===== src/rtl/lcd_multi_field_ctrl_if.sv =====
// rtl/lcd_multi_field_ctrl_if.sv - digit inputs and LCD pin bundle for lcd_multi_field_ctrl
interface lcd_multi_field_ctrl_if #(
  parameter int NUM_CH = 4
);
  logic [8*NUM_CH-1:0] cur_tens;
  logic [8*NUM_CH-1:0] cur_ones;
  logic [8*NUM_CH-1:0] max_tens;
  logic [8*NUM_CH-1:0] max_ones;
  logic [7:0]          lcd_d;
  logic                lcd_rs;
  logic                lcd_rw;
  logic                lcd_e;
  logic                init_done;
  logic                frame_done;

  modport master (
    input  cur_tens, cur_ones, max_tens, max_ones,
    output lcd_d, lcd_rs, lcd_rw, lcd_e, init_done, frame_done
  );

  modport slave (
    output cur_tens, cur_ones, max_tens, max_ones,
    input  lcd_d, lcd_rs, lcd_rw, lcd_e, init_done, frame_done
  );
endinterface


===== src/rtl/lcd_multi_field_ctrl.sv =====
// rtl/lcd_multi_field_ctrl.sv - HD44780 2x16 controller refreshing live and max digit rows
// Optional macro LCD_BLANK_ZERO_EN: a tens digit '0' is shown as a space.
module lcd_multi_field_ctrl #(
  parameter int NUM_CH          = 4,
  parameter int E_CYCLES        = 25,
  parameter int CMD_WAIT_CYCLES = 2500,
  parameter int CLR_WAIT_CYCLES = 100000,
  parameter int POWERON_CYCLES  = 750000
) (
  input logic                    clk_50,
  input logic                    reset,
  lcd_multi_field_ctrl_if.master bus
);

  generate
    if (NUM_CH < 1 || NUM_CH > 4) begin : g_num_ch_check
      $fatal(1, "lcd_multi_field_ctrl: NUM_CH must be in 1..4");
    end
  endgenerate

  typedef enum logic [2:0] {PWR_WAIT, INIT, ADDR0, ROW0, ADDR1, ROW1} state_t;
  typedef enum logic [1:0] {PH_SETUP, PH_PULSE, PH_WAIT} phase_t;

  localparam logic [4:0]  ROW_LAST = 5'(4*NUM_CH - 1);
  localparam logic [31:0] PWR_LAST = 32'(POWERON_CYCLES - 1);
  localparam logic [31:0] E_LAST   = 32'(E_CYCLES - 1);
  localparam logic [31:0] CMD_LAST = 32'(CMD_WAIT_CYCLES - 1);
  localparam logic [31:0] CLR_LAST = 32'(CLR_WAIT_CYCLES - 1);

  state_t              state_q, state_d, nb_state;
  phase_t              phase_q, phase_d;
  logic [31:0]         cnt_q, cnt_d, wait_last;
  logic [4:0]          idx_q, idx_d, nb_idx;
  logic [7:0]          d_q, d_d;
  logic                rs_q, rs_d, e_q, e_d, init_q, init_d, fd_q, fd_d;
  logic                snap_en, start_byte;
  logic [8*NUM_CH-1:0] ct_q, co_q, mt_q, mo_q;

  // Byte for a given position; rows read the frame snapshot, not the live inputs.
  function automatic logic [7:0] byte_for(input state_t s, input logic [4:0] i,
                                          input logic [8*NUM_CH-1:0] tens,
                                          input logic [8*NUM_CH-1:0] ones);
    logic [7:0] t_a [4];
    logic [7:0] o_a [4];
    logic [3:0] j;
    logic [7:0] b;
    for (int k = 0; k < 4; k++) begin
      t_a[k] = 8'h20;
      o_a[k] = 8'h20;
    end
    for (int k = 0; k < NUM_CH; k++) begin
      t_a[k] = tens[8*k +: 8];
      o_a[k] = ones[8*k +: 8];
    end
    j = i[3:0] - 4'd1;
    b = 8'h00;
    case (s)
      INIT: begin
        case (i)
          5'd0:    b = 8'h38;
          5'd1:    b = 8'h08;
          5'd2:    b = 8'h01;
          5'd3:    b = 8'h06;
          default: b = 8'h0C;
        endcase
      end
      ADDR0: b = 8'h80;
      ADDR1: b = 8'hC0;
      ROW0, ROW1: begin
        if (i == 5'd0) begin
          b = (s == ROW0) ? 8'h52 : 8'h4D;
        end else begin
          case (j[1:0])
            2'd0: begin
              b = t_a[j[3:2]];
`ifdef LCD_BLANK_ZERO_EN
              if (b == 8'h30) b = 8'h20;
`endif
            end
            2'd1:    b = 8'h2E;
            2'd2:    b = o_a[j[3:2]];
            default: b = 8'h20;
          endcase
        end
      end
      default: b = 8'h00;
    endcase
    return b;
  endfunction

  always_comb begin
    state_d    = state_q;
    phase_d    = phase_q;
    cnt_d      = cnt_q;
    idx_d      = idx_q;
    d_d        = d_q;
    rs_d       = rs_q;
    e_d        = e_q;
    init_d     = init_q;
    fd_d       = 1'b0;
    snap_en    = 1'b0;
    start_byte = 1'b0;
    nb_state   = state_q;
    nb_idx     = idx_q;
    wait_last  = (!rs_q && d_q == 8'h01) ? CLR_LAST : CMD_LAST;

    if (state_q == PWR_WAIT) begin
      if (cnt_q == PWR_LAST) begin
        start_byte = 1'b1;
        nb_state   = INIT;
        nb_idx     = 5'd0;
      end else begin
        cnt_d = cnt_q + 32'd1;
      end
    end else begin
      case (phase_q)
        PH_SETUP: begin
          phase_d = PH_PULSE;
          e_d     = 1'b1;
          cnt_d   = 32'd0;
        end
        PH_PULSE: begin
          if (cnt_q == E_LAST) begin
            phase_d = PH_WAIT;
            e_d     = 1'b0;
            cnt_d   = 32'd0;
          end else begin
            cnt_d = cnt_q + 32'd1;
          end
        end
        PH_WAIT: begin
          if (cnt_q == wait_last) begin
            start_byte = 1'b1;
            nb_idx     = idx_q + 5'd1;
            case (state_q)
              INIT: begin
                if (idx_q == 5'd4) begin
                  nb_state = ADDR0;
                  nb_idx   = 5'd0;
                  init_d   = 1'b1;
                  snap_en  = 1'b1;
                end
              end
              ADDR0: begin
                nb_state = ROW0;
                nb_idx   = 5'd0;
              end
              ROW0: begin
                if (idx_q == ROW_LAST) begin
                  nb_state = ADDR1;
                  nb_idx   = 5'd0;
                end
              end
              ADDR1: begin
                nb_state = ROW1;
                nb_idx   = 5'd0;
              end
              ROW1: begin
                if (idx_q == ROW_LAST) begin
                  nb_state = ADDR0;
                  nb_idx   = 5'd0;
                  fd_d     = 1'b1;
                  snap_en  = 1'b1;
                end
              end
              default: nb_state = PWR_WAIT;
            endcase
          end else begin
            cnt_d = cnt_q + 32'd1;
          end
        end
        default: phase_d = PH_SETUP;
      endcase
    end

    if (start_byte) begin
      state_d = nb_state;
      idx_d   = nb_idx;
      phase_d = PH_SETUP;
      cnt_d   = 32'd0;
      e_d     = 1'b0;
      rs_d    = (nb_state == ROW0) || (nb_state == ROW1);
      d_d     = byte_for(nb_state, nb_idx,
                         (nb_state == ROW1) ? mt_q : ct_q,
                         (nb_state == ROW1) ? mo_q : co_q);
    end
  end

  always_ff @(posedge clk_50 or negedge reset) begin
    if (!reset) begin
      state_q <= PWR_WAIT;
      phase_q <= PH_SETUP;
      cnt_q   <= 32'd0;
      idx_q   <= 5'd0;
      d_q     <= 8'h00;
      rs_q    <= 1'b0;
      e_q     <= 1'b0;
      init_q  <= 1'b0;
      fd_q    <= 1'b0;
    end else begin
      state_q <= state_d;
      phase_q <= phase_d;
      cnt_q   <= cnt_d;
      idx_q   <= idx_d;
      d_q     <= d_d;
      rs_q    <= rs_d;
      e_q     <= e_d;
      init_q  <= init_d;
      fd_q    <= fd_d;
    end
  end

  // Snapshot taken on every entry to ADDR0 keeps both rows of a frame coherent.
  always_ff @(posedge clk_50 or negedge reset) begin
    if (!reset) begin
      ct_q <= '0;
      co_q <= '0;
      mt_q <= '0;
      mo_q <= '0;
    end else if (snap_en) begin
      ct_q <= bus.cur_tens;
      co_q <= bus.cur_ones;
      mt_q <= bus.max_tens;
      mo_q <= bus.max_ones;
    end
  end

  assign bus.lcd_d      = d_q;
  assign bus.lcd_rs     = rs_q;
  assign bus.lcd_rw     = 1'b0;
  assign bus.lcd_e      = e_q;
  assign bus.init_done  = init_q;
  assign bus.frame_done = fd_q;

endmodule


===== src/flat_wrapper.sv =====
// flat-port wrapper written by rule: the top's interface ports become plain ports
module lcd_multi_field_ctrl_flat 
#(
  parameter int NUM_CH          = 4,
  parameter int E_CYCLES        = 25,
  parameter int CMD_WAIT_CYCLES = 2500,
  parameter int CLR_WAIT_CYCLES = 100000,
  parameter int POWERON_CYCLES  = 750000
)
  (clk_50, reset, bus_cur_tens, bus_cur_ones, bus_max_tens, bus_max_ones, bus_lcd_d, bus_lcd_rs, bus_lcd_rw, bus_lcd_e, bus_init_done, bus_frame_done);
  lcd_multi_field_ctrl_if #(.NUM_CH(NUM_CH)) bus_i ();
  input logic clk_50;
  input logic reset;
  input wire logic [$bits(bus_i.cur_tens)-1:0] bus_cur_tens;
  input wire logic [$bits(bus_i.cur_ones)-1:0] bus_cur_ones;
  input wire logic [$bits(bus_i.max_tens)-1:0] bus_max_tens;
  input wire logic [$bits(bus_i.max_ones)-1:0] bus_max_ones;
  output wire logic [$bits(bus_i.lcd_d)-1:0] bus_lcd_d;
  output wire logic [$bits(bus_i.lcd_rs)-1:0] bus_lcd_rs;
  output wire logic [$bits(bus_i.lcd_rw)-1:0] bus_lcd_rw;
  output wire logic [$bits(bus_i.lcd_e)-1:0] bus_lcd_e;
  output wire logic [$bits(bus_i.init_done)-1:0] bus_init_done;
  output wire logic [$bits(bus_i.frame_done)-1:0] bus_frame_done;
  assign bus_i.cur_tens = bus_cur_tens;
  assign bus_i.cur_ones = bus_cur_ones;
  assign bus_i.max_tens = bus_max_tens;
  assign bus_i.max_ones = bus_max_ones;
  assign bus_lcd_d = bus_i.lcd_d;
  assign bus_lcd_rs = bus_i.lcd_rs;
  assign bus_lcd_rw = bus_i.lcd_rw;
  assign bus_lcd_e = bus_i.lcd_e;
  assign bus_init_done = bus_i.init_done;
  assign bus_frame_done = bus_i.frame_done;
  lcd_multi_field_ctrl #(.NUM_CH(NUM_CH), .E_CYCLES(E_CYCLES), .CMD_WAIT_CYCLES(CMD_WAIT_CYCLES), .CLR_WAIT_CYCLES(CLR_WAIT_CYCLES), .POWERON_CYCLES(POWERON_CYCLES)) u_core (.clk_50(clk_50), .reset(reset), .bus(bus_i));
endmodule

===== config.mk =====
export PLATFORM = sky130hd
export DESIGN_NAME = lcd_multi_field_ctrl_flat
export DESIGN_NICKNAME = d
export VERILOG_FILES = /design/src/rtl/lcd_multi_field_ctrl_if.sv /design/src/rtl/lcd_multi_field_ctrl.sv /design/src/flat_wrapper.sv
export SDC_FILE = /design/constraint.sdc
export NUM_CORES = 1
export LEC_CHECK = 0
export ABC_AREA = 0
export BUFFER_PORTS_ARGS = -buffer_cell sky130_fd_sc_hd__buf_2
export CORE_UTILIZATION = 25
export CTS_BUF_LIST = sky130_fd_sc_hd__clkbuf_4
export DETAILED_ROUTE_END_ITERATION = 10
export SLEW_MARGIN = 20
export SYNTH_ARGS = -nofsm -noshare
export SYNTH_HDL_FRONTEND = slang
export SYNTH_SLANG_ARGS = --single-unit
export TNS_END_PERCENT = 20

===== constraint.sdc =====
create_clock -name clk_50 -period 4.8 [get_ports clk_50]
set_input_delay 0.24 -clock clk_50 [delete_from_list [all_inputs] [get_ports clk_50]]
set_output_delay 0.24 -clock clk_50 [all_outputs]
set_load 0.01 [all_outputs]

==> summary.txt <==
Floorplanning
  • Initial Util: 0.253
  • Die height: between 150 and 200 um
  • Core box area: about 37,000 sq um
  • Ports: around 140
  • Die extent in x: approximately 200 um
  • Die ar.: 38,800 sq um
  • FP Rows: 71

Clocking
  • Root buffer cell: clkbuf_4
  • Clk slew on worst S/H paths: 0.19 ns
  • H-Tree Depth: 4
  • Clock Sinks: 182
  • Resize count post-CTS: 0
  • Post-CTS Setup Bufs: 0
  • CTS tree: done
  • Clock insertion delay at the later pin of the skew report: a little over 0.6 ns
  • CTS buffer count: 17
  • Clock buffer depth: 2

Detailed routing
  • Drt initial violations: between 300 and 400
  • DR DRC count: 0
  • Wl on met1: between 10,000 and 15,000 um
  • Vias per Instance: roughly 4.6
  • DR vias: between 7,000 and 8,000
  • Pre-Repair DR Iteration Count: 4
  • DR WL met3: between 1000 and 1500 um
  • Post-route ant nets: 0
  • WL per Instance: 16.5 um
  • Met2 wire length: 13,200 um
  • Final WL: between 20,000 and 30,000 um
  • Top Layer Used: met4

Power and ir drop
  • Leakage power: 5.62 nW
  • VDD IR-drop max: roughly 0.00011 V
  • Pwr/cell area: around 220 nW/um^2

Placement
  • Worst slack, placed: 0.730 ns
  • Gpl congestion: roughly 0.86
  • Placed Area: ~11,000 sq um
  • Port Buf Inserts: roughly 140
  • Post-Place Cells: 1,469
  • Detailed placement HPWL: about 19,000 um

Synthesis
  • Simple-gate area share of the yosys netlist: 0.127
  • Synthesized cell area: 9500 sq um
  • Synthesis-stage register bit count: about 180
  • Net Count, Synth: a little under 1,000
  • Most frequent cells after synthesis: dfrtp_1, mux2_2, nand2_1
  • Synth Area in XOR/XNOR: 0.0220
  • Most frequent cell after synthesis: dfrtp_1
  • Share of the synthesized area in the top cell type: 0.479
  • Compound-Gate Fraction of Synth Area: 0.0863
  • Mux cell area share after synthesis: 0.241
  • Mapped Cells: between 800 and 900
  • FFs w/ async S/R, synth: 1.00
  • Dominant cells by area after synthesis: dfrtp_1, mux2_2, mux2i_1
  • Number of synthesized flops with an enable pin: 0
  • Syn. warnings: 0
  • Syn_area_per_cell: 11.2 sq um
  • Sequential cell area fraction in the yosys report: 0.479
  • Adder-Cell Fraction of Synth Area: 0.0142
  • Synth area leader: dfrtp_1
  • Largest family of logic cells by synthesized area: multiplexers
  • Count of different cell masters after synthesis: between 70 and 80
  • Prevailing post-synth register cell: dfrtp_1

Worst setup path
  • Critical Path Sink Type: flop
  • Critical Path RT: around 5.4 ns
  • Reg2reg path depth: 12
  • Critical path arrival: about 4.7 ns
  • Critical path fanouts, max: 46
  • Reg2Reg Setup Slack: 0.68 ns
  • Crit path kind: reg2reg
  • Reg2reg end: u_core.bus.lcd_d[0]
  • Reg2reg start: u_core.cnt_q[13]
  • Critical path launch point type: flop

STA
  • Fmax: approximately 0.24 GHz
  • Fin crit period: ~4.1 ns
  • Finish-stage setup viols: 0
  • Hold Fails Final Rpt: 0
  • Max_slew headroom: 0.415
  • Final worst slack: between 0.6 and 0.7 ns
  • Worst-Margin Slew: 0.877 ns
  • Max Slew Vio Count: 0
  • Fin Clk Skew: 0.0402 ns
  • Period utilisation layout: 0.859
  • Final TNS setup: 0 ns
  • RSZ-0062 raised after global routing: no

Global route
  • Vias in the first global route: about 7,700
  • Antenna violations before repair: 1
  • Tot GR Track Use: 0.142
  • Largest net degree at the start of global routing: 95
  • Grt ovf: 0
  • First-pass GRT wire length: around 42,000 um

Finish
  • Share of layout cells above drive strength 1: 0.310
  • Non-Filler Instances: between 1,500 and 2,000
  • Fin nets: about 1,200
  • Cell area after layout: 12,400 sq um
  • Filler Cells Inserted: ~3,900
  • Area grow syn2layout: 30.1%

Job
  • Max-Cap Viols: 0

Worst hold path
  • Hold Path Class: in2async

Status
  • Outcome: completed
placed cells by master, fill, tap and decap left out, drive strengths merged, types with 5 or more instances in the layout:
cell type    instances
a2111oi              5
a211o                6
a211oi               5
a21oi               23
a31oi                5
and2                 6
and3                11
buf                156
clkbuf              18
clkinv               6
dfrtp              182
dlygate4sd3        129
ha                  10
inv                 21
mux2               152
mux2i               48
nand2               77
nand2b               5
nand3               28
nand4               11
nor2                56
nor2b                5
nor3                10
nor4                 8
o21ai               49
o31ai                6
or3                  6
or4                  9
xnor2                5
xor2                18
metrics by stage:
stage | power (mW) | utilization | hold WS [ns]
2_1_floorplan | 1.71 | - | -0.0556
3_3_place_gp | 1.83 | 0.287 | 0.412
3_5_place_dp | 1.83 | 0.287 | 0.421
4_1_cts | 2.80 | 0.330 | 0.275
5_1_grt | 2.88 | 0.330 | 0.324
6_report | 2.76 | 0.330 | 0.278
cells by family after synthesis:
family,Yosys count
and+or+nand+nor,244
DFF,182
buffers and inverters,58
AOI/OAI and AO/OA,123
other,1
muxes,204
xor gates and xnor gates,23
adders and majority gates,11
how the worst max path moves through the flow:
stage | from | to | slack (ns)
after floorplan | u_core.cnt_q[13] | u_core.bus.lcd_d[6] | 1.19
after global placement | u_core.cnt_q[13] | u_core.bus.lcd_d[0] | 0.70
after detailed placement | u_core.cnt_q[13] | u_core.bus.lcd_d[7] | 0.73
after CTS | u_core.cnt_q[13] | u_core.bus.lcd_d[0] | 0.74
after global routing | u_core.idx_q[0] | u_core.bus.lcd_d[3] | 0.53
final | u_core.cnt_q[13] | u_core.bus.lcd_d[0] | 0.68
final cells by class:
type,instances,area [sq um],share of cell area
Sequential cell,182,4550,0.369
Timing Repair Buffer,285,2140,0.173
Tap cell,511,639,0.0517
Multi-Input combinational cell,606,4680,0.378
Antenna cell,1,2.50,0.000203
Clock inverter,14,156,0.0127
Clock buffer,18,135,0.0109
Inverter,14,52.6,0.00425
repair_timing:
action | CTS | global route
endpoints found under the setup margin | 0 | 0
endpoints found under the hold margin | 220 | 0
hold buffers | 129 | 0
worst max-delay path, cell delays in order, from the launching register on:
cell and delay (ns):
dfrtp_1 0.47, or4_1 0.56, or3_1 0.33, or3_4 0.43, nor4_2 0.52, o22ai_4 0.15
buf_12 0.23, mux2_1 0.33, nor2_1 0.07, a2111oi_0 0.51, o31a_1 0.21, o21ai_1 0.07
a21oi_1 0.14
state kept, by name, indices dropped and copies added, names as in the netlist:
name	count
u_core.phase_q	2
u_core.cnt_q	32
u_core.bus.frame_done	1
u_core.bus.init_done	1
u_core.state_q	3
u_core.co_q	32
u_core.idx_q	5
u_core.mt_q	32
u_core.bus.lcd_e	1
u_core.bus.lcd_rs	1
u_core.ct_q	32
u_core.mo_q	32
u_core.bus.lcd_d	8
power by group:
| part | internal, mW | total [mW] | switching [mW] |
|---|---|---|---|
| logic | 0.164 | 0.266 | 0.101 |
| clock network | 0.245 | 0.872 | 0.626 |
| registers | 1.59 | 1.62 | 0.0303 |
metal layers:
| layer | vias to the layer above | GRT usage |
|---|---|---|
| met5 | - | 0 |
| met3 | 51 | 0.0315 |
| li1 | 3583 | - |
| met2 | 192 | 0.235 |
| met4 | 0 | 0.0591 |
| met1 | 3715 | 0.180 |
Power figures use the tool's default switching activity.
